### src/rtl/vga_timing_pkg.sv
// Shared VGA timing constants (640x480@60 defaults) and the sync-window helper
// used by the snapshot front end.
package vga_timing_pkg;

   localparam int COUNT_W = 10;

   localparam int H_VIS  = 640;
   localparam int H_FP   = 16;
   localparam int H_SYNC = 96;
   localparam int H_BP   = 48;
   localparam int V_VIS  = 480;
   localparam int V_FP   = 10;
   localparam int V_SYNC = 2;
   localparam int V_BP   = 33;

   localparam int H_TOTAL  = H_VIS + H_FP + H_SYNC + H_BP;
   localparam int V_TOTAL  = V_VIS + V_FP + V_SYNC + V_BP;
   localparam int HS_START = H_VIS + H_FP;
   localparam int HS_END   = HS_START + H_SYNC;
   localparam int VS_START = V_VIS + V_FP;
   localparam int VS_END   = VS_START + V_SYNC;

   // Half-open window [lo, hi) on a 10-bit counter.
   function automatic logic in_window(input logic [COUNT_W-1:0] cnt,
                                      input int lo, input int hi);
      return (cnt >= COUNT_W'(lo)) && (cnt < COUNT_W'(hi));
   endfunction

endpackage

### src/rtl/vga_sync_snapshot_if.sv
// Bundle between the matching-engine statistics, the timing generator and the
// trend display.
interface vga_sync_snapshot_if;
   import vga_timing_pkg::*;

   logic [7:0]         trade_price_i;
   logic               match_i;
   logic [7:0]         spread_i;
   logic [7:0]         trade_count_i;

   logic               pix_tick;
   logic [COUNT_W-1:0] h_cnt;
   logic [COUNT_W-1:0] v_cnt;
   logic               video_on;
   logic               hsync;
   logic               vsync;
   logic               frame_start;
   logic [7:0]         trade_price;
   logic               match_signal;
   logic [7:0]         spread;
   logic [7:0]         trade_count;

   // Engine / display side.
   modport master (
      output trade_price_i, match_i, spread_i, trade_count_i,
      input  pix_tick, h_cnt, v_cnt, video_on, hsync, vsync, frame_start,
             trade_price, match_signal, spread, trade_count
   );

   // Timing and snapshot block.
   modport slave (
      input  trade_price_i, match_i, spread_i, trade_count_i,
      output pix_tick, h_cnt, v_cnt, video_on, hsync, vsync, frame_start,
             trade_price, match_signal, spread, trade_count
   );

endinterface

### src/rtl/vga_pix_tick.sv
// Pixel-rate divider plus run flag; pix_tick pulses once every PIX_DIV clocks
// once the block has left reset.
module vga_pix_tick #(
   parameter int PIX_DIV = 2
) (
   input  logic clk,
   input  logic reset,
   output logic run,
   output logic pix_tick
);

   localparam int               DIV_W    = (PIX_DIV > 1) ? $clog2(PIX_DIV) : 1;
   localparam logic [DIV_W-1:0] DIV_LAST = DIV_W'(PIX_DIV - 1);

   logic [DIV_W-1:0] div_q, div_d;
   logic             run_q, run_d;

   // Divider holds at zero on the release edge so the first tick lands
   // exactly PIX_DIV clocks after reset is released.
   always_comb begin
      run_d = 1'b1;
      div_d = div_q;
      if (run_q)
         div_d = (div_q == DIV_LAST) ? '0 : div_q + DIV_W'(1);
   end

   always_ff @(posedge clk) begin
      if (!reset) begin
         div_q <= '0;
         run_q <= 1'b0;
      end else begin
         div_q <= div_d;
         run_q <= run_d;
      end
   end

   assign run      = run_q;
   assign pix_tick = run_q && (div_q == DIV_LAST);

endmodule

### src/rtl/vga_sync_snapshot.sv
// VGA timing generator with a 1-clk price/match realignment stage and
// once-per-frame snapshots of spread and trade count taken at vblank entry.
module vga_sync_snapshot #(
   parameter int PIX_DIV = 2,
   parameter int H_VIS   = vga_timing_pkg::H_VIS,
   parameter int H_FP    = vga_timing_pkg::H_FP,
   parameter int H_SYNC  = vga_timing_pkg::H_SYNC,
   parameter int H_BP    = vga_timing_pkg::H_BP,
   parameter int V_VIS   = vga_timing_pkg::V_VIS,
   parameter int V_FP    = vga_timing_pkg::V_FP,
   parameter int V_SYNC  = vga_timing_pkg::V_SYNC,
   parameter int V_BP    = vga_timing_pkg::V_BP
) (
   input  logic               clk,
   input  logic               reset,
   vga_sync_snapshot_if.slave bus
);
   import vga_timing_pkg::*;

   localparam int H_TOTAL  = H_VIS + H_FP + H_SYNC + H_BP;
   localparam int V_TOTAL  = V_VIS + V_FP + V_SYNC + V_BP;
   localparam int HS_START = H_VIS + H_FP;
   localparam int HS_END   = HS_START + H_SYNC;
   localparam int VS_START = V_VIS + V_FP;
   localparam int VS_END   = VS_START + V_SYNC;

   localparam logic [COUNT_W-1:0] H_LAST    = COUNT_W'(H_TOTAL - 1);
   localparam logic [COUNT_W-1:0] V_LAST    = COUNT_W'(V_TOTAL - 1);
   localparam logic [COUNT_W-1:0] SNAP_LINE = COUNT_W'(V_VIS - 1);
   localparam logic [COUNT_W-1:0] H_VIS_C   = COUNT_W'(H_VIS);
   localparam logic [COUNT_W-1:0] V_VIS_C   = COUNT_W'(V_VIS);

   logic run, pix_tick;

   vga_pix_tick #(.PIX_DIV(PIX_DIV)) u_pix_tick (
      .clk      (clk),
      .reset    (reset),
      .run      (run),
      .pix_tick (pix_tick)
   );

   logic [COUNT_W-1:0] h_cnt_q, h_cnt_d;
   logic [COUNT_W-1:0] v_cnt_q, v_cnt_d;
   logic [7:0]         trade_price_q, trade_price_d;
   logic               match_q, match_d;
   logic [7:0]         spread_q, spread_d;
   logic [7:0]         trade_count_q, trade_count_d;
   logic               line_end, frame_end, snap_ld;

   always_comb begin
      line_end  = pix_tick && (h_cnt_q == H_LAST);
      frame_end = line_end && (v_cnt_q == V_LAST);
      snap_ld   = line_end && (v_cnt_q == SNAP_LINE);

      h_cnt_d = h_cnt_q;
      v_cnt_d = v_cnt_q;
      if (pix_tick) begin
         if (line_end) begin
            h_cnt_d = '0;
            v_cnt_d = (v_cnt_q == V_LAST) ? '0 : v_cnt_q + COUNT_W'(1);
         end else begin
            h_cnt_d = h_cnt_q + COUNT_W'(1);
         end
      end

      // Price and match share one register stage so they stay paired.
      trade_price_d = bus.trade_price_i;
      match_d       = bus.match_i;

      // Stats load only on the edge entering the first blanked line, so the
      // display sees one coherent value for a whole frame.
      spread_d      = snap_ld ? bus.spread_i      : spread_q;
      trade_count_d = snap_ld ? bus.trade_count_i : trade_count_q;
   end

   always_ff @(posedge clk) begin
      if (!reset) begin
         h_cnt_q       <= '0;
         v_cnt_q       <= '0;
         trade_price_q <= '0;
         match_q       <= 1'b0;
         spread_q      <= '0;
         trade_count_q <= '0;
      end else begin
         h_cnt_q       <= h_cnt_d;
         v_cnt_q       <= v_cnt_d;
         trade_price_q <= trade_price_d;
         match_q       <= match_d;
         spread_q      <= spread_d;
         trade_count_q <= trade_count_d;
      end
   end

   always_comb begin
      bus.pix_tick     = pix_tick;
      bus.h_cnt        = h_cnt_q;
      bus.v_cnt        = v_cnt_q;
      bus.frame_start  = frame_end;
      bus.video_on     = run && (h_cnt_q < H_VIS_C) && (v_cnt_q < V_VIS_C);
      bus.hsync        = !(run && in_window(h_cnt_q, HS_START, HS_END));
      bus.vsync        = !(run && in_window(v_cnt_q, VS_START, VS_END));
      bus.trade_price  = trade_price_q;
      bus.match_signal = match_q;
      bus.spread       = spread_q;
      bus.trade_count  = trade_count_q;
   end

endmodule
### src/flat_wrapper.sv
// flat-port wrapper written by rule: the top's interface ports become plain ports
module vga_sync_snapshot_flat import vga_timing_pkg::*;
#(
   parameter int PIX_DIV = 2,
   parameter int H_VIS   = vga_timing_pkg::H_VIS,
   parameter int H_FP    = vga_timing_pkg::H_FP,
   parameter int H_SYNC  = vga_timing_pkg::H_SYNC,
   parameter int H_BP    = vga_timing_pkg::H_BP,
   parameter int V_VIS   = vga_timing_pkg::V_VIS,
   parameter int V_FP    = vga_timing_pkg::V_FP,
   parameter int V_SYNC  = vga_timing_pkg::V_SYNC,
   parameter int V_BP    = vga_timing_pkg::V_BP
)
  (clk, reset, bus_trade_price_i, bus_match_i, bus_spread_i, bus_trade_count_i, bus_pix_tick, bus_h_cnt, bus_v_cnt, bus_video_on, bus_hsync, bus_vsync, bus_frame_start, bus_trade_price, bus_match_signal, bus_spread, bus_trade_count);
  vga_sync_snapshot_if bus_i ();
  input  logic clk;
  input  logic reset;
  input wire logic [$bits(bus_i.trade_price_i)-1:0] bus_trade_price_i;
  input wire logic [$bits(bus_i.match_i)-1:0] bus_match_i;
  input wire logic [$bits(bus_i.spread_i)-1:0] bus_spread_i;
  input wire logic [$bits(bus_i.trade_count_i)-1:0] bus_trade_count_i;
  output wire logic [$bits(bus_i.pix_tick)-1:0] bus_pix_tick;
  output wire logic [$bits(bus_i.h_cnt)-1:0] bus_h_cnt;
  output wire logic [$bits(bus_i.v_cnt)-1:0] bus_v_cnt;
  output wire logic [$bits(bus_i.video_on)-1:0] bus_video_on;
  output wire logic [$bits(bus_i.hsync)-1:0] bus_hsync;
  output wire logic [$bits(bus_i.vsync)-1:0] bus_vsync;
  output wire logic [$bits(bus_i.frame_start)-1:0] bus_frame_start;
  output wire logic [$bits(bus_i.trade_price)-1:0] bus_trade_price;
  output wire logic [$bits(bus_i.match_signal)-1:0] bus_match_signal;
  output wire logic [$bits(bus_i.spread)-1:0] bus_spread;
  output wire logic [$bits(bus_i.trade_count)-1:0] bus_trade_count;
  assign bus_i.trade_price_i = bus_trade_price_i;
  assign bus_i.match_i = bus_match_i;
  assign bus_i.spread_i = bus_spread_i;
  assign bus_i.trade_count_i = bus_trade_count_i;
  assign bus_pix_tick = bus_i.pix_tick;
  assign bus_h_cnt = bus_i.h_cnt;
  assign bus_v_cnt = bus_i.v_cnt;
  assign bus_video_on = bus_i.video_on;
  assign bus_hsync = bus_i.hsync;
  assign bus_vsync = bus_i.vsync;
  assign bus_frame_start = bus_i.frame_start;
  assign bus_trade_price = bus_i.trade_price;
  assign bus_match_signal = bus_i.match_signal;
  assign bus_spread = bus_i.spread;
  assign bus_trade_count = bus_i.trade_count;
  vga_sync_snapshot #(.PIX_DIV(PIX_DIV), .H_VIS(H_VIS), .H_FP(H_FP), .H_SYNC(H_SYNC), .H_BP(H_BP), .V_VIS(V_VIS), .V_FP(V_FP), .V_SYNC(V_SYNC), .V_BP(V_BP)) u_core (.clk(clk), .reset(reset), .bus(bus_i));
endmodule
### config.mk
export PLATFORM = sky130hd
export DESIGN_NAME = vga_sync_snapshot_flat
export DESIGN_NICKNAME = d
export VERILOG_FILES = /design/src/rtl/vga_timing_pkg.sv /design/src/rtl/vga_sync_snapshot_if.sv /design/src/rtl/vga_pix_tick.sv /design/src/rtl/vga_sync_snapshot.sv /design/src/flat_wrapper.sv
export SDC_FILE = /design/constraint.sdc
export NUM_CORES = 1
export LEC_CHECK = 0
export CAP_MARGIN = 20
export CORE_ASPECT_RATIO = 1.1
export CORE_MARGIN = 5
export CORE_UTILIZATION = 44
export DETAILED_ROUTE_END_ITERATION = 6
export GPL_ROUTABILITY_DRIVEN = 0
export PLACE_DENSITY = 0.8
export SETUP_SLACK_MARGIN = 0.05
export SYNTH_ARGS = -nofsm -noshare
export SYNTH_HDL_FRONTEND = slang
export SYNTH_SLANG_ARGS = --single-unit
### constraint.sdc
create_clock -name clk -period 2.5 [get_ports clk]
set_input_delay 0.375 -clock clk [delete_from_list [all_inputs] [get_ports clk]]
set_output_delay 0.375 -clock clk [all_outputs]
set_load 0.02 [all_outputs]
==> results.sh <==
export IMPL_p_comb_share_pct=7.2
export IMPL_clk_pin_slew_ps=90
export IMPL_final_util_pct=66.7
export IMPL_layout_drive_gt1_share_pct=7.28
export IMPL_fmax_mhz=434
export IMPL_cts_tree="yes"
export IMPL_worstPathArrival_ps=1930
export IMPL_hp_start="u_core.bus.spread[4]"
export IMPL_insertion_delay_ps=290
export IMPL_maxCapViolations=0
export IMPL_grt_pass1_vias=2031
export IMPL_synth_top_area_cell="dfxtp_1"
export IMPL_layoutNonFillerInstCount=372
export IMPL_placed_cells_incl_taps=364
export IMPL_root_buffer="clkbuf_8"
export IMPL_grt_overflow=0
export IMPL_internal_power_mw=1.23
export IMPL_peakVddDrop_mv=0.366
export IMPL_port_buffers=76
export IMPL_cp_endpoint="bus_frame_start"
export IMPL_crit_path_start="u_core.bus.v_cnt[0]"
export IMPL_switchingPower_uw=299
export IMPL_switching_share_pct=19.6
export IMPL_dp_hpwl_um=4060
export IMPL_dr_total_vias=2052
export IMPL_vias_per_cell=5.52
export IMPL_tns_ps=0
export IMPL_synth_seq_cells=47
export IMPL_mostFrequentLayoutCells="clkdlybuf4s50_1 (74), dfxtp_1 (46), nand4_1 (23)"
export IMPL_crit_path_end_kind="primary output"
export IMPL_die_y_um=82.1
export IMPL_p_per_area_nw_per_um2=495
export IMPL_hold_path_class="flip-flop to flip-flop"
export IMPL_min_period_ps=2300
export IMPL_io_pin_count=77
export IMPL_worst_slew_pin_slew_ps=541
export IMPL_drt_wl_total_um=5650
export IMPL_reg2reg_from="u_core.bus.h_cnt[1]"
export IMPL_ys_warn_count=0
export IMPL_rows=26
export IMPL_cp_max_fo=7
export IMPL_drt_initial_drc_count=175
export IMPL_start_util_pct=45.0
export IMPL_p_seq_share_pct=50.2
export IMPL_power_mw=1.53
export IMPL_cp_start_kind="flip-flop"
export IMPL_path_class="flip-flop to primary output"
export IMPL_route_detailed_drc=0
export IMPL_relSlewSlack_pct=63.9
export IMPL_synth_top_area_share_pct=45.3
export IMPL_area_growth_pct=48.3
export IMPL_synth_area_top_cells="dfxtp_1 (45%), a21boi_0 (7.2%), nand4_1 (6.9%)"
export IMPL_status="complete, no violations"
export IMPL_avgSynthCellArea_um2=8.84
export IMPL_cts_sinks=47
export IMPL_diodes=0
export IMPL_layout_commonest_cell="clkdlybuf4s50_1"
export IMPL_synth_net_count=266
export IMPL_htree_levels=2
export IMPL_final_hold_violation_count=0
export IMPL_reg2reg_depth=6
export IMPL_p_leak_nw=1.05
export IMPL_wl_per_cell_um=15.2
export IMPL_dieWidth_um=75.5
export IMPL_syn_cell_area_um2=2080
export IMPL_ant_nets=0
export IMPL_clockPowerShare_pct=42.6
export IMPL_r2r_slack_ps=390
export IMPL_post_cts_repair_setup_buffers=0
export IMPL_report_final_slew_viol_count=0
export IMPL_synth_cells=235
export IMPL_post_cts_resized=3
export IMPL_dr_pass1_iters=4
export IMPL_cts_max_path_buffers=2
export IMPL_postCtsHoldBufs=0
export IMPL_worstPathRequired_ps=2120
export IMPL_yosysSeqAreaShare_pct=45.3
export IMPL_skew_ps=9.13
export IMPL_grt_usage_pct=19.1
export IMPL_die_area_um2=6200
export IMPL_finalSetupViolations=0
export IMPL_timing_rr_end="u_core.bus.v_cnt[5]"
export IMPL_grt_max_degree=20
export IMPL_grt_first_pass_wirelength_um=9280
export IMPL_antenna_found_initial=0
export IMPL_synthDistinctLibCells=30
export IMPL_core_area_um2=4620
export IMPL_rsz0062_at_grt="no"
export IMPL_nets=346
export IMPL_min_period_over_period_pct=92.1
export IMPL_numCtsBuffers=5
## layout make-up
type / count / area [µm²]
fillers: 391 / 1540
multi-input cells: 167 / 1070
flip-flops and latches: 47 / 942
repair buffers: 87 / 841
clock buffers: 6 / 72.6
well taps: 56 / 70.1
clock inverters: 2 / 60.1
inverters: 7 / 26.3
## per-layer routing
layer,track usage [%],wire (µm),part of all wire [%]
met5,0,0,0
met4,5.59,81,1.4
met3,6.24,444,7.9
met2,32.1,2770,49
met1,23.1,2350,42
## logic make-up after synthesis
logic type | Yosys count | share of synthesized area, %
AO/OA/AOI/OAI | 54 | 16.0
AND/OR/NAND/NOR | 100 | 28.5
buffers and inverters | 21 | 3.97
flip-flops | 47 | 45.3
adder cells (fa/ha/maj) | 4 | 2.41
XOR/XNOR | 9 | 3.79
## state kept, by name (all words and copies together) (netlist names)
| signal | count |
|---|---|
| u_core.bus.match_signal | 1 |
| u_core.bus.v_cnt | 10 |
| u_core.u_pix_tick.div_q | 1 |
| u_core.bus.trade_price | 8 |
| u_core.bus.trade_count | 8 |
| u_core.bus.spread | 8 |
| u_core.u_pix_tick.run | 1 |
| u_core.bus.h_cnt | 10 |
## per-stage QoR
| step | setup slack (ps) | area [µm²] | hold slack (ps) |
|---|---|---|---|
| after floorplan | 369 | 2080 | 403 |
| after detailed placement | 246 | 2950 | 473 |
| after CTS | 190 | 3080 | 485 |
| final | 197 | 3080 | 483 |
| after global placement | 267 | 2950 | 463 |
| after global routing | 58.5 | 3080 | 517 |
## cell usage after synthesis, drive strengths merged
cell     instances
nand4           23
a21boi          20
or4bb            1
a21oi            8
xor2             8
nand4b           2
o21ai           23
nor2             9
dfxtp           47
inv              7
and3b            1
clkbuf          11
nand2           11
and3             1
or3              7
nand2b           1
o41ai            1
and4b            1
and2            13
o31ai            2
buf              3
nor3             5
nand3b           2
ha               4
and4             4
or4              5
nand3           13
xnor2            1
nand4bb          1
## power by group through the flow
stage          clock network [mW]  logic (mW)  registers (mW)
2_1_floorplan                   0      0.0260           0.795
3_3_place_gp                    0       0.110           0.783
4_1_cts                     0.662       0.111           0.766
3_5_place_dp                    0       0.111           0.783
6_report                    0.650       0.110           0.766
5_1_grt                     0.685       0.119           0.768
## worst max-delay path: stages, from the launching register on
cell,delay [ps]
dfxtp_1,370
inv_1,100
ha_1,140
nand4_1,80
or4_1,510
nor2_1,90
dlygate4sd2_1,340
## how the worst min path moves through the flow
stage	endpoint	slack (ps)	depth (start not counted)
after floorplan	u_core.u_pix_tick.run	400	0
after global placement	u_core.bus.spread[6]	460	2
after detailed placement	u_core.bus.spread[4]	470	2
after CTS	u_core.bus.spread[4]	490	2
after global routing	u_core.bus.spread[0]	520	2
final	u_core.bus.spread[4]	480	2
(Power assumes the default switching activity.)
